File: src/rtl/spi_pkg.sv
// Shared definitions for the SPI master: FSM states, SPI mode, default divider.
// Latency: n/a (definitions only).
// Backpressure: n/a.
package spi_pkg;

   typedef enum logic [1:0] {
      IDLE  = 2'd0,
      SETUP = 2'd1,
      SHIFT = 2'd2,
      HOLD  = 2'd3
   } spi_state_t;

   // Mode 0: clock idles low, data sampled on the rising sck edge.
   localparam int   SPI_MODE        = 0;
   localparam logic SCK_IDLE        = (SPI_MODE >= 2) ? 1'b1 : 1'b0;

   localparam int   DEFAULT_CLK_DIV = 4;
   localparam int   SPI_BITS        = 8;

endpackage

File: src/rtl/spi_master_if.sv
// Bundles the SPI master's request/response handshake and serial pins.
// Latency: n/a (wiring only).
// Backpressure: none; the requester watches busy/done.
//   master modport : DUT side (drives ss, sck, mosi, busy, done, dout)
//   slave modport  : requester / peer side (drives start, din, miso)
interface spi_master_if;

   logic       start;
   logic [7:0] din;
   logic       busy;
   logic       done;
   logic [7:0] dout;
   logic       ss;
   logic       sck;
   logic       mosi;
   logic       miso;

   modport master (
      input  start, din, miso,
      output busy, done, dout, ss, sck, mosi
   );

   modport slave (
      output start, din, miso,
      input  busy, done, dout, ss, sck, mosi
   );

endinterface

File: src/rtl/spi_clk_div.sv
// Half-period divider for sck: counts 0..CLK_DIV-1 and flags the terminal count.
// Latency: tick asserts CLK_DIV cycles after the counter leaves clear.
// Backpressure: none; en pauses the count, clr forces it to zero.
//   clk, rst : clock, async active-low reset
//   en, clr  : count enable, synchronous clear (clear wins)
//   tick     : high in the cycle the counter sits at its terminal count
module spi_clk_div #(
   parameter int CLK_DIV = 4
) (
   input  logic clk,
   input  logic rst,
   input  logic en,
   input  logic clr,
   output logic tick
);

   logic [7:0] cnt;

   assign tick = en && !clr && (cnt == 8'(CLK_DIV - 1));

   always_ff @(posedge clk or negedge rst) begin
      if (!rst) begin
         cnt <= 8'd0;
      end else if (clr) begin
         cnt <= 8'd0;
      end else if (en) begin
         cnt <= tick ? 8'd0 : cnt + 8'd1;
      end
   end

endmodule

File: src/rtl/spi_master.sv
// Mode-0 SPI master: one byte out on mosi (MSB first) while one byte is read from miso.
// Latency: start accepted at edge N -> done and ss=1 after edge N+18*CLK_DIV.
// Backpressure: start is only looked at in IDLE; requests while busy are dropped.
//   clk, rst : clock, async active-low reset
//   bus      : spi_master_if.master (start/din in, busy/done/dout out, ss/sck/mosi/miso pins)
module spi_master
   import spi_pkg::*;
#(
   parameter int CLK_DIV = DEFAULT_CLK_DIV
) (
   input  logic          clk,
   input  logic          rst,
   spi_master_if.master  bus
);

   spi_state_t state;
   logic [6:0] tx_sh;      // bits still to be presented, next one at [6]
   logic [7:0] rx_sh;
   logic [2:0] bit_cnt;    // falling sck edges seen so far
   logic       last;       // eighth fall done; one more low half-period before HOLD
   logic       tick;

   logic       ss_r;
   logic       sck_r;
   logic       mosi_r;
   logic       busy_r;
   logic       done_r;
   logic [7:0] dout_r;

   spi_clk_div #(.CLK_DIV(CLK_DIV)) u_div (
      .clk  (clk),
      .rst  (rst),
      .en   (state != IDLE),
      .clr  (state == IDLE),
      .tick (tick)
   );

   always_ff @(posedge clk or negedge rst) begin
      if (!rst) begin
         state   <= IDLE;
         tx_sh   <= 7'd0;
         rx_sh   <= 8'd0;
         bit_cnt <= 3'd0;
         last    <= 1'b0;
         ss_r    <= 1'b1;
         sck_r   <= SCK_IDLE;
         mosi_r  <= 1'b0;
         busy_r  <= 1'b0;
         done_r  <= 1'b0;
         dout_r  <= 8'h00;
      end else begin
         done_r <= 1'b0;
         case (state)
            IDLE: begin
               if (bus.start) begin
                  tx_sh   <= bus.din[6:0];
                  mosi_r  <= bus.din[7];
                  rx_sh   <= 8'd0;
                  bit_cnt <= 3'd0;
                  last    <= 1'b0;
                  ss_r    <= 1'b0;
                  busy_r  <= 1'b1;
                  state   <= SETUP;
               end
            end
            SETUP: begin
               // First rising edge: the slave and this master both sample here.
               if (tick) begin
                  sck_r <= 1'b1;
                  rx_sh <= {rx_sh[6:0], bus.miso};
                  state <= SHIFT;
               end
            end
            SHIFT: begin
               if (tick) begin
                  if (last) begin
                     mosi_r <= 1'b0;
                     state  <= HOLD;
                  end else if (sck_r) begin
                     // Falling edge: move the next bit onto mosi (zeros once drained).
                     sck_r  <= 1'b0;
                     mosi_r <= tx_sh[6];
                     tx_sh  <= {tx_sh[5:0], 1'b0};
                     if (bit_cnt == 3'd7) begin
                        last <= 1'b1;
                     end else begin
                        bit_cnt <= bit_cnt + 3'd1;
                     end
                  end else begin
                     sck_r <= 1'b1;
                     rx_sh <= {rx_sh[6:0], bus.miso};
                  end
               end
            end
            HOLD: begin
               if (tick) begin
                  ss_r   <= 1'b1;
                  busy_r <= 1'b0;
                  done_r <= 1'b1;
                  dout_r <= rx_sh;
                  state  <= IDLE;
               end
            end
            default: state <= IDLE;
         endcase
      end
   end

   assign bus.ss   = ss_r;
   assign bus.sck  = sck_r;
   assign bus.mosi = mosi_r;
   assign bus.busy = busy_r;
   assign bus.done = done_r;
   assign bus.dout = dout_r;

endmodule

File: src/flat_wrapper.sv
// flat-port wrapper written by rule: the top's interface ports become plain ports
module spi_master_flat import spi_pkg::*;
#(
   parameter int CLK_DIV = DEFAULT_CLK_DIV
)
  (clk, rst, bus_start, bus_din, bus_miso, bus_busy, bus_done, bus_dout, bus_ss, bus_sck, bus_mosi);
  spi_master_if bus_i ();
  input  logic clk;
  input  logic rst;
  input wire logic [$bits(bus_i.start)-1:0] bus_start;
  input wire logic [$bits(bus_i.din)-1:0] bus_din;
  input wire logic [$bits(bus_i.miso)-1:0] bus_miso;
  output wire logic [$bits(bus_i.busy)-1:0] bus_busy;
  output wire logic [$bits(bus_i.done)-1:0] bus_done;
  output wire logic [$bits(bus_i.dout)-1:0] bus_dout;
  output wire logic [$bits(bus_i.ss)-1:0] bus_ss;
  output wire logic [$bits(bus_i.sck)-1:0] bus_sck;
  output wire logic [$bits(bus_i.mosi)-1:0] bus_mosi;
  assign bus_i.start = bus_start;
  assign bus_i.din = bus_din;
  assign bus_i.miso = bus_miso;
  assign bus_busy = bus_i.busy;
  assign bus_done = bus_i.done;
  assign bus_dout = bus_i.dout;
  assign bus_ss = bus_i.ss;
  assign bus_sck = bus_i.sck;
  assign bus_mosi = bus_i.mosi;
  spi_master #(.CLK_DIV(CLK_DIV)) u_core (.clk(clk), .rst(rst), .bus(bus_i));
endmodule
File: config.mk
export PLATFORM = sky130hd
export DESIGN_NAME = spi_master_flat
export DESIGN_NICKNAME = d
export VERILOG_FILES = /design/src/rtl/spi_pkg.sv /design/src/rtl/spi_master_if.sv /design/src/rtl/spi_clk_div.sv /design/src/rtl/spi_master.sv /design/src/flat_wrapper.sv
export SDC_FILE = /design/constraint.sdc
export NUM_CORES = 1
export LEC_CHECK = 0
export BUFFER_PORTS_ARGS = -buffer_cell sky130_fd_sc_hd__clkbuf_2
export CORE_MARGIN = 2
export CORE_UTILIZATION = 39
export DETAILED_ROUTE_END_ITERATION = 7
export PLACE_DENSITY_LB_ADDON = 0.25
export SYNTH_ARGS = -nofsm -noshare
export SYNTH_HDL_FRONTEND = slang
export SYNTH_SLANG_ARGS = --single-unit
export TNS_END_PERCENT = 5
File: constraint.sdc
create_clock -name clk -period 5.7 [get_ports clk]
set_input_delay 0.57 -clock clk [delete_from_list [all_inputs] [get_ports clk]]
set_output_delay 0.57 -clock clk [all_outputs]
set_load 0.05 [all_outputs]
# --- Word level (Yosys, flattened, before mapping) ---
# Cells that the tools add are included.
totals:
  ff_bits: 42
  latchBits: 0
  mem_bits_rw: 0
  rom_bits: 0
  in_bits: 12
  output_inout_bits: 13
  elab_cells: 96
  mem_count: 0
op_classes:
  add_sub_neg: 2
  n_mul: 0
  div: 0
  order_cmp: 0
  n_eq_ne: 15
  shifts: 0
  n_mux: 48
  bitwise_logic: 0
  reduce_logical: 19
ops:
  columns: ["cell", "count"]
  rows:
  - ["$mux W8", 8]
  - ["$mux W7", 4]
  - ["$pmux W8 S3", 1]
  - ["$mux W1", 17]
  - ["$mux W3", 5]
  - ["$ne A2 B2 Y1 const B", 7]
  - ["$pmux W7 S2", 1]
  - ["$reduce_and A6 Y1", 2]
  - ["$mux W2", 5]
  - ["$pmux W1 S2", 5]
  - ["$reduce_and A5 Y1", 2]
  - ["$reduce_bool A2 Y1", 5]
  - ["$add A8 B1 Y8 const B", 1]
  - ["$eq A8 B2 Y1 const B", 1]
  - ["$pmux W2 S4", 1]
  - ["$reduce_and A4 Y1", 2]
  - ["$pmux W3 S2", 1]
  - ["$reduce_and A3 Y1", 2]
  - ["$eq A2 B2 Y1 const B", 2]
  - ["$ne A2 B1 Y1 const B", 2]
  - ["$add A3 B1 Y3 const B", 1]
  - ["$eq A3 B3 Y1 const B", 1]
  - ["$ne A3 B1 Y1 const B", 1]
  - ["$reduce_bool A3 Y1", 1]
  - ["other kinds (5)", 6]

# --- Depth between registers and ports, before layout ---
depth:
  depth_word: 7
  ltp_mapped: 8

# --- Hierarchy ---
# Synthesis repeated with hierarchy kept, for this count alone.
hier_totals:
  hier_cells: 223
  hier_area_um2: 2200.9
modules_own_cells:
  columns: ["module", "instances", "cells_each", "area_per_inst_um2", "seq_area_each_um2"]
  rows:
  - ["spi_master", 1, 172, 1730.4, 852.1]
  - ["spi_clk_div", 1, 51, 470.5, 200.2]

# --- Worst setup path before layout ---
# No wires, ideal clock.
synth_path:
  kind: "reg-to-reg"
  start: "register u_core.state[0]"
  end: "register u_core.rx_sh[0]"
  setup_ns: 0.104
  arrival_time_ns: 1.941
  required_ns: 5.596
  slack_ns: 3.656
  path_stages_with_launch: 8
  period_less_slack_ns: 2.044
  cell_sequence: "dfrtp_1 > inv_1 > ha_1 > nor4_4 > nand2_2 > buf_6 > o32a_4 > o41ai_2"
synth_between:
  elab_chain_cells: 6
  word_cells_on_any_way: 15
  cone_classes: "eq/ne (7); mux (1); reduce/logical (7)"
synth_rtl:
  columns: ["item", "line", "source"]
  rows:
  - ["start, declared", "spi_master.sv:16", "spi_state_t state;"]
  - ["start signal, assigned", "spi_master.sv:40", "state <= IDLE;"]
  - ["start signal, assigned", "spi_master.sv:63", "state <= SETUP;"]
  - ["start signal, assigned", "spi_master.sv:71", "state <= SHIFT;"]
  - ["$logic_not A2 Y1", "spi_master.sv:34, spi_master.sv:53", null]
  - ["$logic_not A1 Y1", "spi_clk_div.sv:19", "assign tick = en && !clr && (cnt == 8'(CLK_DIV - 1));"]
  - ["$logic_and A1 B1 Y1 (2 in series)", "spi_clk_div.sv:19", null]
  - ["$ne A2 B2 Y1 (no source line)", null, null]
  - ["$reduce_and A6 Y1 (no source line)", null, null]
  - ["end signal, assigned", "spi_master.sv:70", "rx_sh <= {rx_sh[6:0], bus.miso};"]
  - ["end signal, assigned", "spi_master.sv:91", "rx_sh <= {rx_sh[6:0], bus.miso};"]
  - ["end, declared", "spi_master.sv:18", "logic [7:0] rx_sh;"]
# Parallel ways exist; a longest one is shown, timed or not.
# A chain may end at the register's enable or synchronous reset.

# --- Final worst setup path ---
layout_path:
  start: "register u_core.state[0]"
  end: "register u_core.dout_r[4], in the netlist u_core.bus.dout[4]"
layout_between:
  elab_chain_cells: 5
  word_cells_on_any_way: 7
  cone_classes: "eq/ne (1); reduce/logical (6)"
layout_rtl:
  columns: ["item", "line", "source"]
  rows:
  - ["$logic_not A2 Y1", "spi_master.sv:34", ".clr (state == IDLE),"]
  - ["$logic_not A1 Y1", "spi_clk_div.sv:19", null]
  - ["$logic_and A1 B1 Y1 (2 in series)", "spi_clk_div.sv:19", null]
  - ["$reduce_and A2 Y1 (no source line) (*)", null, null]
  - ["end signal, assigned", "spi_master.sv:100", "dout_r <= rx_sh;"]
  - ["end, declared", "spi_master.sv:28", "logic [7:0] dout_r;"]
# Every way passes the cells marked *; elsewhere a longest branch is shown, timed or not.

==> results.yml <==
run_status:
  status: "complete, no violations"
timing:
  worst_pin_slew_ns: 1.00
  fin_crit_sh_pct: 47.1
  hold_viol: 0
  fmax_ghz: 0.372
  drv_slew: 0
  finalCriticalPeriod_ns: 2.69
  hold_ws_ns: 0.444
  rsz0062_at_grt: "no"
  skew_ns: 0.00534
  maxSlewHeadroom_pct: 33.1
  finalSetupViolCount: 0
  tns_ns: 0
worst_setup_path:
  slowest_stage: "nor4_4"
  criticalPathCategory: "flop to flop"
  reg2reg_from: "u_core.state[0]"
  rr_endpoint: "u_core.bus.dout[4]"
  critPathMaxFanout: 16
  crit_path_end_kind: "flop"
  r2r_slack_ns: 3.01
  cp_cell_sequence: "inv_1 -> ha_1 -> nor4_4 -> and2_1 -> nand2_1 -> mux2_2"
  startpoint_type: "flop"
  max_stage_delay_ns: 0.47
  cp.arrival_ns: 2.86
  cp_data_required_time_ns: 5.88
  rr_worst_depth: 6
place:
  place.gp.congestion: 0.770
  hpwl_mm: 2.74
  placed_area_um2: 2290
  io_buffers: 24
cells_and_area:
  n_antenna_cell: 0
  fin_area_um2: 2380
  area_delta_synth_final_pct: 12.5
  drive_gt1_share_pct: 29.5
  mostFrequentLayoutCells: "dfrtp_1, clkbuf_2, mux2_2"
  nNetsFinal: 226
  n_fill_cell: 487
  layout_commonest_cell: "dfrtp_1"
synth:
  synthCells: 182
  ys_types: 46
  synth_warnings: 0
  ys.flop_type: "dfrtp_1"
  synth_edf_count: 0
  syn_nets: 202
  syn_avg_cell_area_um2: 11.6
  ys_ff_latch: 42
  synth_area_leaders: "dfrtp_1, mux2_2, ha_1"
  syn_area_um2: 2120
  yosysTopAreaCell: "dfrtp_1"
  yosysTopAreaCellShare_pct: 48.5
  seq_area_frac_synth_pct: 49.7
  async_flop_share_pct: 100
run:
  drv_cap: 0
route:
  route.detailed.drc: 0
  via_per_inst: 5.27
  drt_iter0_markers: 68
  firstDrtPassIters: 4
  ant_nets: 0
  wl_per_cell_um: 13.8
  vias: 1460
  routed_wl_mm: 3.83
clock_tree:
  cts-root-buf: "clkbuf_8"
  insertion_delay_ns: 0.29
  cts_buffers: 5
  htree_levels: 2
  clk_pin_slew_worst_paths_ns: 0.08
  post_cts_buffers: 0
  postCtsHoldBufs: 0
  clock_path_buffers: 2
  cts_resized: 0
  clock-sinks: 42
  cts_tree: "done"
global_routing:
  grt_max_degree: 43
  grt_pass1_wl_mm: 6.88
  grt_usage_pct: 14.2
  first_global_vias: 1488
  antenna_found_initial: 0
  overflow: 0
power:
  total_leakage_power_nw: 1.10
  switching_share_pct: 41.9
  power_density_nw_per_um2: 509
  pwr-share-clk_pct: 15.8
  comb_power_share_pct: 46.5
  internal-power_w: 0.000705
  pwr-share-seq_pct: 37.6
  ir_drop_mv: 0.276
  total_power_w: 0.00121
  p_sw_w: 0.000508
floorplan:
  die_w_um: 77.7
  die-height_um: 77.7
  num_rows: 26
  die_area_um2: 6030
  ioPinCount: 25
  initial_core_util_pct: 40.9
  fp.coreArea_um2: 5170
worst_hold_path:
  hp-class: "input port to async pin"
[logic make-up (layout without fill, tap and decap cells)]
kind of cell / Yosys count / in the layout / synth area share (%)
adders and majority gates: 8 / 8 / 4.73
xor gates and xnor gates: 6 / 6 / 2.48
DFF: 42 / 42 / 49.7
buffers and inverters: 20 / 45 / 3.96
AOI/OAI and AO/OA: 32 / 32 / 11.8
muxes: 26 / 26 / 13.5
and+or+nand+nor: 48 / 48 / 13.8
[Yosys cell counts (all sizes together) (2+ instances only)]
library cell   n
dfrtp         41
mux2          21
inv           13
nand2         11
o21ai          9
ha             8
nor3           8
nand3          7
o32ai          7
mux2i          5
nor2           5
xor2           5
a21oi          4
clkbuf         4
buf            3
a22o           2
and3           2
nand2b         2
o32a           2
or2            2
[state kept, by name, indices dropped and copies added (netlist names)]
| name | flops |
|---|---|
| u_core.bit_cnt | 3 |
| u_core.bus.busy | 1 |
| u_core.bus.done | 1 |
| u_core.bus.dout | 8 |
| u_core.bus.mosi | 1 |
| u_core.bus.sck | 1 |
| u_core.bus.ss | 1 |
| u_core.last | 1 |
| u_core.rx_sh | 8 |
| u_core.state | 2 |
| u_core.tx_sh | 7 |
| u_core.u_div.cnt | 8 |
[final cells by class]
class / instances / area (um2) / share of cell area, %
clock buffer: 7 / 86.3 / 3.63
clock inverter: 1 / 5.00 / 0.210
inverter: 13 / 48.8 / 2.05
multi-input combinational: 120 / 981 / 41.2
sequential: 42 / 1050 / 44.2
tap: 70 / 87.6 / 3.68
timing repair buffer: 24 / 120 / 5.04
[power by group through the flow]
stage,Sequential [W],Clock (W),Combinational [W]
finish,0.000456,0.000192,0.000564
global route,0.000470,0.000217,0.000622
CTS,0.000457,0.000200,0.000572
detailed placement,0.000462,0,0.000570
global placement,0.000461,0,0.000561
floorplan,0.000533,0,0.000378
[worst max-delay path by stage]
stage                              end  slack, ns       startpoint  cells past startpoint
finish              u_core.bus.dout[4]       3.01  u_core.state[0]                      6
global route        u_core.bus.dout[4]       2.80  u_core.state[0]                      6
CTS                 u_core.bus.dout[7]       2.98  u_core.state[0]                      6
detailed placement  u_core.bus.dout[7]       3.00  u_core.state[0]                      6
global placement    u_core.bus.dout[2]       3.11  u_core.state[0]                      6
floorplan              u_core.rx_sh[0]       3.66  u_core.state[0]                      7
[layer usage]
layer | GRT usage [%] | part of all wire [%] | routed length [um]
met5 | 0 | 0 | 0
met4 | 3.57 | 0.65 | 25
met3 | 4.42 | 5.1 | 197
met2 | 23.8 | 49 | 1860
met1 | 17.9 | 46 | 1740
[per-stage QoR]
stage	setup WS, ns	instances	utilization, %
after floorplan	3.66	182	-
after global placement	3.11	269	44.3
after detailed placement	3.00	269	44.3
after CTS	2.98	277	46.0
after global routing	2.80	277	46.0
final	3.01	277	46.0
[worst max-delay path, delay by kind of cell, from the launching register on]
| family | cells | cell delay, ns |
|---|---|---|
| and+or+nand+nor | 3 | 1.29 |
| buffers and inverters | 1 | 0.08 |
| DFF | 1 | 0.42 |
| adders and majority gates | 1 | 0.40 |
| muxes | 1 | 0.38 |
No activity file was read; power rests on OpenSTA's default activity.
